File: src/rtl/svc_pix_pattern.sv
// rtl/svc_pix_pattern.sv - raster test-pattern pixel source (solid, bars, checker, gradient) on a valid/ready stream
// Optional: define SVC_PIX_PATTERN_BORDER_EN to force a white one-pixel border around every frame.
module svc_pix_pattern #(
    parameter int H_WIDTH     = 12,
    parameter int V_WIDTH     = 12,
    parameter int COLOR_WIDTH = 4,
    parameter int ADDR_WIDTH  = 16,
    parameter int CHECK_SHIFT = 3
) (
    input  logic                   clk,
    input  logic                   rst,
    input  logic                   enable,
    input  logic [H_WIDTH-1:0]     h_visible,
    input  logic [V_WIDTH-1:0]     v_visible,
    input  logic [1:0]             pattern,
    input  logic [COLOR_WIDTH-1:0] solid_red,
    input  logic [COLOR_WIDTH-1:0] solid_grn,
    input  logic [COLOR_WIDTH-1:0] solid_blu,
    output logic                   m_pix_valid,
    output logic [COLOR_WIDTH-1:0] m_pix_red,
    output logic [COLOR_WIDTH-1:0] m_pix_grn,
    output logic [COLOR_WIDTH-1:0] m_pix_blu,
    output logic [H_WIDTH-1:0]     m_pix_x,
    output logic [V_WIDTH-1:0]     m_pix_y,
    output logic [ADDR_WIDTH-1:0]  m_pix_addr,
    input  logic                   m_pix_ready,
    output logic                   frame_start
);
    localparam int CW = COLOR_WIDTH;
    localparam int PW = 3 * COLOR_WIDTH;

    typedef enum logic {S_IDLE, S_RUN} state_t;

    state_t             state;
    logic [1:0]         pat_q;
    logic [PW-1:0]      solid_q;
    logic [H_WIDTH-1:0] bar_cnt;
    logic [2:0]         bar_idx;

    logic               last_x, last_y, frame_end, load_new;
    logic [H_WIDTH-1:0] nx, ld_x, nbc;
    logic [V_WIDTH-1:0] ny, ld_y;
    logic [ADDR_WIDTH-1:0] na;
    logic [2:0]         nbi, ld_bi;
    logic [1:0]         use_pat;
    logic [PW-1:0]      use_solid, col;
    logic [CW-1:0]      grad_b;

    // Bar order: white, yellow, cyan, green, magenta, red, blue, black.
    function automatic logic [PW-1:0] bar_color(input logic [2:0] idx);
        logic [2:0] rgb;
        case (idx)
            3'd0:    rgb = 3'b111;
            3'd1:    rgb = 3'b110;
            3'd2:    rgb = 3'b011;
            3'd3:    rgb = 3'b010;
            3'd4:    rgb = 3'b101;
            3'd5:    rgb = 3'b100;
            3'd6:    rgb = 3'b001;
            default: rgb = 3'b000;
        endcase
        return {{CW{rgb[2]}}, {CW{rgb[1]}}, {CW{rgb[0]}}};
    endfunction

    // Everything below describes the pixel that will be registered on the next load.
    always_comb begin
        last_x    = (m_pix_x == h_visible - H_WIDTH'(1));
        last_y    = (m_pix_y == v_visible - V_WIDTH'(1));
        frame_end = last_x && last_y;

        nx  = m_pix_x + H_WIDTH'(1);
        ny  = m_pix_y;
        nbc = bar_cnt + H_WIDTH'(1);
        nbi = bar_idx;
        if (last_x) begin
            nx  = '0;
            nbc = '0;
            nbi = '0;
            ny  = last_y ? '0 : m_pix_y + V_WIDTH'(1);
        end else if (nbc == (h_visible >> 3)) begin
            nbc = '0;
            if (bar_idx != 3'd7)
                nbi = bar_idx + 3'd1;
        end
        na = frame_end ? '0 : m_pix_addr + ADDR_WIDTH'(1);

        load_new  = (state == S_IDLE) || frame_end;
        ld_x      = (state == S_IDLE) ? '0 : nx;
        ld_y      = (state == S_IDLE) ? '0 : ny;
        ld_bi     = (state == S_IDLE) ? '0 : nbi;
        use_pat   = load_new ? pattern : pat_q;
        use_solid = load_new ? {solid_red, solid_grn, solid_blu} : solid_q;

        grad_b = ld_x[CW-1:0] + ld_y[CW-1:0];
        col    = '0;
        case (use_pat)
            2'd0:    col = use_solid;
            2'd1:    col = bar_color(ld_bi);
            2'd2:    col = (ld_x[CHECK_SHIFT] ^ ld_y[CHECK_SHIFT]) ? {PW{1'b1}} : '0;
            default: col = {ld_x[CW-1:0], ld_y[CW-1:0], grad_b};
        endcase
`ifdef SVC_PIX_PATTERN_BORDER_EN
        if (ld_x == '0 || ld_x == h_visible - H_WIDTH'(1) ||
            ld_y == '0 || ld_y == v_visible - V_WIDTH'(1))
            col = {PW{1'b1}};
`endif
    end

    always_ff @(posedge clk) begin
        if (rst) begin
            state       <= S_IDLE;
            pat_q       <= '0;
            solid_q     <= '0;
            bar_cnt     <= '0;
            bar_idx     <= '0;
            m_pix_valid <= 1'b0;
            m_pix_x     <= '0;
            m_pix_y     <= '0;
            m_pix_addr  <= '0;
            frame_start <= 1'b0;
            {m_pix_red, m_pix_grn, m_pix_blu} <= '0;
        end else begin
            frame_start <= 1'b0;
            case (state)
                S_IDLE: begin
                    if (enable) begin
                        pat_q       <= pattern;
                        solid_q     <= {solid_red, solid_grn, solid_blu};
                        m_pix_x     <= '0;
                        m_pix_y     <= '0;
                        m_pix_addr  <= '0;
                        bar_cnt     <= '0;
                        bar_idx     <= '0;
                        m_pix_valid <= 1'b1;
                        {m_pix_red, m_pix_grn, m_pix_blu} <= col;
                        state       <= S_RUN;
                    end
                end
                default: begin
                    if (m_pix_valid && m_pix_ready) begin
                        frame_start <= (m_pix_x == '0) && (m_pix_y == '0);
                        if (frame_end && !enable) begin
                            m_pix_valid <= 1'b0;
                            m_pix_x     <= '0;
                            m_pix_y     <= '0;
                            m_pix_addr  <= '0;
                            bar_cnt     <= '0;
                            bar_idx     <= '0;
                            state       <= S_IDLE;
                        end else begin
                            if (frame_end) begin
                                pat_q   <= pattern;
                                solid_q <= {solid_red, solid_grn, solid_blu};
                            end
                            m_pix_x    <= nx;
                            m_pix_y    <= ny;
                            m_pix_addr <= na;
                            bar_cnt    <= nbc;
                            bar_idx    <= nbi;
                            {m_pix_red, m_pix_grn, m_pix_blu} <= col;
                        end
                    end
                end
            endcase
        end
    end
endmodule

File: config.mk
export PLATFORM = sky130hd
export DESIGN_NAME = svc_pix_pattern
export DESIGN_NICKNAME = d
export VERILOG_FILES = /design/src/rtl/svc_pix_pattern.sv
export SDC_FILE = /design/constraint.sdc
export NUM_CORES = 1
export LEC_CHECK = 0
export BUFFER_PORTS_ARGS = -buffer_cell sky130_fd_sc_hd__buf_2
export CORE_MARGIN = 1.5
export CORE_UTILIZATION = 55
export CTS_BUF_LIST = sky130_fd_sc_hd__clkbuf_8
export CTS_CLUSTER_SIZE = 12
export DETAILED_ROUTE_END_ITERATION = 8
export GPL_ROUTABILITY_DRIVEN = 0
export MAX_ROUTING_LAYER = met4
export PLACE_DENSITY = 0.76
export SLEW_MARGIN = 20
export SYNTH_ARGS = -nofsm -noshare
export SYNTH_HDL_FRONTEND = slang
export SYNTH_SLANG_ARGS = --single-unit
File: constraint.sdc
create_clock -name clk -period 9.2 [get_ports clk]
set_input_delay 0.92 -clock clk [delete_from_list [all_inputs] [get_ports clk]]
set_output_delay 0.92 -clock clk [all_outputs]
set_load 0.02 [all_outputs]
==> results.md, run 1 <==
- Drt via density: 6.02
- Number of buffers created by CTS: 9
- Sequential-to-total area share from yosys stat: between 30% and 40%
- CTS Sinks: 84
- Depth of the CTS H-tree: 3
- Type of origin of the critical path: input pin
- First-pass GRT wire length: around 24 mm
- Placed Area: 6040 um2
- Core footprint: 9770 um2
- HPWL after DPL: 11.1 mm
- R2R depth: 14
- Cell Area, Synth: ~5500 um2
- Pint: 0.522 mW
- # diodes: 0
- Final WL: between 10 and 15 mm
- Vias: approximately 5.6k
- Critical path data arrival time: around 5.3 ns
- Die area: between 10000 and 15000 um2
- Max incr delay on CP: 0.66 ns
- Post-CTS Hold Buffers: 0
- DIE WIDTH: 103 um
- Final worst setup slack: 4.20 ns
- Total global-route track usage: 29.2%
- Cell family with the largest share of critical-path delay: simple AND/OR/NAND/NOR gates
- CTS clk-pin slew, worst paths: 0.09 ns
- Syn Area/Cell: 7.65 um2
- Final Net Count: 846
- Fin crit period: 5.00 ns
- Post-CTS setup buffer count: 0
- Worst Skew: 0.0101 ns
- Initial drt markers: 351
- WP data required: 9.49 ns
- F_max: between 0.2 and 0.25 GHz
- LEAKAGE: 2.56 nW
- Status: finished clean
- Buffers and inverters on the worst path: 3
- Largest net degree at the start of global routing: 48
- Synth top area cells: dfxtp_1 (30%), xnor2_1 (6.2%), nor2_1 (5.6%)
- Area growth, synth to finish: 12.4%
- Comb pwr share: 16.6%
- Period utilisation layout: 54.3%
- Synthesized Nets: 779
- Min Hold Slack: 0.461 ns
- Minimum setup slack after placement: 3.93 ns
- Hold WC Path Type: reg -> reg
- Share of cells above drive strength 1: between 15 and 20%
- Synth cell count leaders: dfxtp_1 (84), nor2_1 (82), nand2_1 (60)
- Tightest Pin Transition: about 0.87 ns
- DRT antenna net count: 0
- CP Class: in -> reg
- Final Core Density: a little under two thirds
- GRT met2 Usage: 46.8%
- Post-synth EDFFs: 0
- Max VDD drop: 0.0749 mV
- Asr flop ratio synth: 0%
- Met1 track utilization from global routing: 37.2%
- Wire per inst: between 15 and 20 um
- Final count of pins violating max slew: 0
- Post-Syn Instances: approximately 720
- RSZ-0062 raised after global routing: no
- Max cap viols: 0
- Levels on crit path: 16
- Drt pass-1 iters: 5
- Area leader, netlist: dfxtp_1
- PD cells: 122 nW/um2
- CTS max path bufs: 2
- Initial antenna violation count: 0
- Hold path cells: 2
- DP Cell Count: between 900 and 1k
- Fin area: 6220 um2
- Post-Route Setup TNS: 0 ns
- Row Count: 36
- Sw Share: 31.4%
- Most frequent cell after synthesis: dfxtp_1
- Vias in the first global route: 5027
- Ys Warns: 0
- Seq pwr share: 50.1%
- Top Usage Layer GRT: met2
- CP Cell Sequence: buf_2, or4_4, or4b_2, xnor2_1, or4_1, or4_4, o21ai_2, buf_4, or2_2, inv_1, ha_1, a21o_1, a21oi_1, xnor2_1, a2bb2oi_1, o21ai_0
- Clock root buffer master: clkbuf_8
- Power Total: 0.761 mW
- GR Layer Usage met3: 4.23%
- Maximum fanout along the worst path: 38
- Synth Flop Type: dfxtp_1
- DIE HEIGHT: 103 um
- Max transition margin: 41.9%
- Initial Utilization: 56.7%
- Seq cells post-synth: 84
- Cts repair resizes: 0
- Remaining DRCs: 0
- Crit end category: register
- Number of port buffers: 95
- Slowest library cell on the worst path: or4b_2
- Top-area cell type share of the netlist area: a little under a third
- Clock Power Share: 33.2%
- Grt ovf: 0
- I/O Pins: 96
- CTS tree: done
- Final hold vios: 0
- Final setup fails: 0
- Psw: ~0.24 mW
- Fin cells: about 930
- Later-pin clock latency in the skew report: 0.36 ns
- Yosys cell types: 70
[flip-flops by register name (all words and copies together), names as in the netlist]
signal,cells
m_pix_red,4
m_pix_addr,16
solid_q,12
state,1
m_pix_x,12
m_pix_y,12
m_pix_grn,4
bar_cnt,12
frame_start,1
m_pix_blu,4
m_pix_valid,1
pat_q,2
bar_idx,3
[layer usage]
metal | vias to the layer above | part of all wire (%)
li1 | 2720 | -
met1 | 2636 | 44
met2 | 202 | 48
met3 | 32 | 5.5
met4 | 0 | 2.3
met5 | - | 0
[cell families (layout without fill, tap and decap cells)]
logic type                 count (synthesis)  in the layout  share of synthesized area (%)
buffers and inverters                     67            139                           4.81
DFF                                       84             84                           30.4
and+or+nand+nor                          312            312                           28.7
AOI/OAI and AO/OA                        157            157                           18.2
adders and majority gates                 13             13                           3.07
muxes                                     19             19                           3.48
xor gates and xnor gates                  72             72                           11.4
[worst min-delay path, cell delays in order (launching register included)]
cell and delay [ns]:
dfxtp_1 0.33, nand2_1 0.04, o21ai_0 0.06
[final cells by class]
type	count	area [um2]
Inverter	23	86.3
Fill cell	882	3550
Clock inverter	7	58.8
Tap cell	133	166
Clock buffer	9	124
Timing Repair Buffer	100	513
Sequential cell	84	1680
Multi-Input combinational cell	573	3590
[worst paths after layout]
path | from | end | slack, ns
setup / recovery | v_visible[3] | m_pix_blu[3] | 4.20
hold / removal | m_pix_red[0] | m_pix_red[0] | 0.46
setup reg to reg | m_pix_x[5] | m_pix_blu[3] | 5.07
hold reg to reg | m_pix_red[0] | m_pix_red[0] | 0.46
[power groups by stage]
stage	sequential (mW)	clock [mW]	combinational, mW
after CTS	0.381	0.257	0.126
after global routing	0.383	0.273	0.140
final	0.381	0.253	0.127
after floorplan	0.393	0	0.0818
after detailed placement	0.390	0	0.125
after global placement	0.389	0	0.122
[cells in the final DEF, fill, tap and decap left out, drive strengths merged, types with 5 or more instances in the layout]
cell      n
nor2     84
clkbuf    9
o21ai    47
and2      8
nand2b   10
or3      16
o211ai    8
nand4    17
or4      10
a21o      6
inv      26
nand3    37
and3     17
dfxtp    84
nor3b     5
mux2i    17
xor2     33
a31oi     7
a21oi    44
nor3     16
nor2b     8
nor4     12
xnor2    39
ha       12
buf     100
nand2    61
(Power assumes the default switching activity.)
==> run 2, diff against run 1 <==
Clock period 9.2 ns to 5 ns, I/O delays scaled along.
==> run 2 against run 1 <==
Worst setup slack got worse by 3.5 ns; largest power group unchanged; via count decreased by 0.55%; critical path depth decreased by 4; first-iteration DRC count increased by 0.28%.
==> results.md, run 2 (synthesis results as in run 1) <==
- PD cells: 217 nW/um2 (was 122 nW/um2)
- Maximum fanout along the worst path: 29 (was 38)
- Depth of the CTS H-tree: 3 (unchanged)
- Total global-route track usage: 28.8% (was 29.2%)
- CTS tree: done (unchanged)
- Crit end category: register (unchanged)
- Core footprint: 9770 um2 (unchanged)
- Drt via density: 5.96 (was 6.02)
- Initial Utilization: 56.7% (unchanged)
- Highest-count cells in the layout ignoring fill and taps: buf_2 (95), dfxtp_1 (84), nor2_1 (82) (unchanged)
- HPWL after DPL: 11.1 mm (about the same)
- Max VDD drop: 0.137 mV (was 0.0749 mV)
- DIE WIDTH: 103 um (unchanged)
- Wire per inst: 15.7 um (was 16.0 um)
- Max transition margin: 35.2% (was 41.9%)
- Final worst setup slack: 0.680 ns (was 4.20 ns)
- DRT antenna net count: 0 (unchanged)
- WP data required: 5.23 ns (was 9.49 ns)
- Max incr delay on CP: 0.68 ns (was 0.66 ns)
- Remaining DRCs: 0 (unchanged)
- First-pass GRT wire length: 23.7 mm (was 24.0 mm)
- Row Count: 36 (unchanged)
- Share of cells above drive strength 1: 17.1% (was 17.0%)
- Critical path data arrival time: 4.55 ns (was 5.29 ns)
- CP Cell Sequence: buf_2, or4_4, or4b_2, xnor2_1, or4_1, or4_4, o21ai_2, buf_4, mux2i_1, a221oi_1, a2bb2oi_1, o21ai_0 (was buf_2, or4_4, or4b_2, xnor2_1, or4_1, or4_4, o21ai_2, buf_4, or2_2, inv_1, ha_1, a21o_1, a21oi_1, xnor2_1, a2bb2oi_1, o21ai_0)
- Worst path most repeated cell: or4_4
- Final WL: 14.6 mm (was 14.9 mm)
- Max FFs per register: 16 (unchanged)
- Largest net degree at the start of global routing: 48 (unchanged)
- Type of origin of the critical path: input pin (unchanged)
- # diodes: 0 (unchanged)
- Post-CTS Hold Buffers: 0 (unchanged)
- Final setup fails: 0 (unchanged)
- Buffers and inverters on the worst path: 2 (was 3)
- RSZ-0062 raised after global routing: no (unchanged)
- CTS clk-pin slew, worst paths: 0.08 ns (was 0.09 ns)
- Hold WC Path Type: in -> reg (was reg -> reg)
- F_max: 0.231 GHz
- LEAKAGE: 2.57 nW (was 2.56 nW)
- CTS max path bufs: 2 (unchanged)
- Area growth, synth to finish: 12.5% (was 12.4%)
- Final hold vios: 0 (unchanged)
- CP Class: in -> reg (unchanged)
- Post-CTS setup buffer count: 0 (unchanged)
- Max cap viols: 0 (unchanged)
- Vias: 5559 (was 5590)
- Later-pin clock latency in the skew report: 0.35 ns (was 0.36 ns)
- I/O Pins: 96 (unchanged)
- Final count of pins violating max slew: 0 (unchanged)
- Minimum setup slack after placement: 0.391 ns (was 3.93 ns)
- Initial drt markers: 352 (was 351)
- Grt ovf: 0 (unchanged)
- Commonest non-fill, non-tap cell in the layout: buf_2 (unchanged)
- Slowest library cell on the worst path: or4b_2 (unchanged)
- Number of buffers created by CTS: 9 (unchanged)
- Vias in the first global route: 4992 (was 5027)
- Period utilisation layout: 86.4%
- Drt pass-1 iters: 5 (unchanged)
- Fin crit period: between 4 and 5 ns
- Die area: 10700 um2 (unchanged)
- Number of port buffers: 95 (unchanged)
- Clock root buffer master: clkbuf_8 (unchanged)
- Initial antenna violation count: 0 (unchanged)
- Worst Skew: 0.00837 ns (was 0.0101 ns)
- Tightest Pin Transition: 0.968 ns (was 0.871 ns)
- Most flops, register: m_pix_addr (unchanged)
- Post-Route Setup TNS: 0 ns (unchanged)
- Cell family with the largest share of critical-path delay: simple AND/OR/NAND/NOR gates (unchanged)
- Status: finished clean (unchanged)
- Cts repair resizes: 0 (unchanged)
- Final Net Count: 850 (was 846)
- DIE HEIGHT: 103 um (unchanged)
- CTS Sinks: 84 (unchanged)
==> run 2: through the flow <==
stage	instances	utilization, %	total power, mW	hold slack [ns]	instance area [um2]
finish	932	63.7	1.35	0.384	6230
global route	932	63.7	1.42	0.390	6230
CTS	932	63.7	1.35	0.369	6230
detailed placement	917	62.1	0.950	0.441	6070
global placement	917	62.1	0.943	0.445	6070
floorplan	724	-	0.873	0.446	5540
==> run 2: layout make-up <==
cell class,count,area [um2]
multi-input cells,573,3590
fillers,896,3540
flip-flops and latches,84,1680
repair buffers,104,543
well taps,133,166
clock buffers,9,124
inverters,23,86.3
clock inverters,6,33.8
==> run 2: path summary, 6_finish.rpt <==
kind	cells after the start	startpoint	slack [ns]	to
min	2	m_pix_ready	0.38	m_pix_valid
min reg2reg	2	m_pix_red[1]	0.46	m_pix_red[1]
max	12	v_visible[3]	0.68	m_pix_blu[3]
max reg2reg	14	m_pix_x[5]	1.09	m_pix_blu[3]
==> run 2: worst register-to-register path, stage by stage (launching register included) <==
cell       delay [ns]
dfxtp_1          0.49
xnor2_1          0.13
or3_1            0.31
a2111oi_1        0.54
o211ai_1         0.23
nor3_1           0.56
mux2i_1          0.18
or2_2            0.35
inv_1            0.10
ha_1             0.24
a21o_1           0.18
a21oi_1          0.17
xnor2_1          0.08
a2bb2oi_1        0.16
o21ai_0          0.08
==> run 2: power by group <==
group	switching (mW)	total (mW)	internal, mW
sequential	0.0157	0.701	0.686
clock	0.237	0.410	0.173
combinational	0.149	0.237	0.0885
==> run 2: routing by layer <==
| layer | track usage, % | wire (um) | share of wire (%) |
|---|---|---|---|
| met5 | - | 0 | 0 |
| met4 | 10.1 | 297 | 2.0 |
| met3 | 4.03 | 678 | 4.6 |
| met2 | 46.6 | 6990 | 48 |
| met1 | 37.0 | 6620 | 45 |
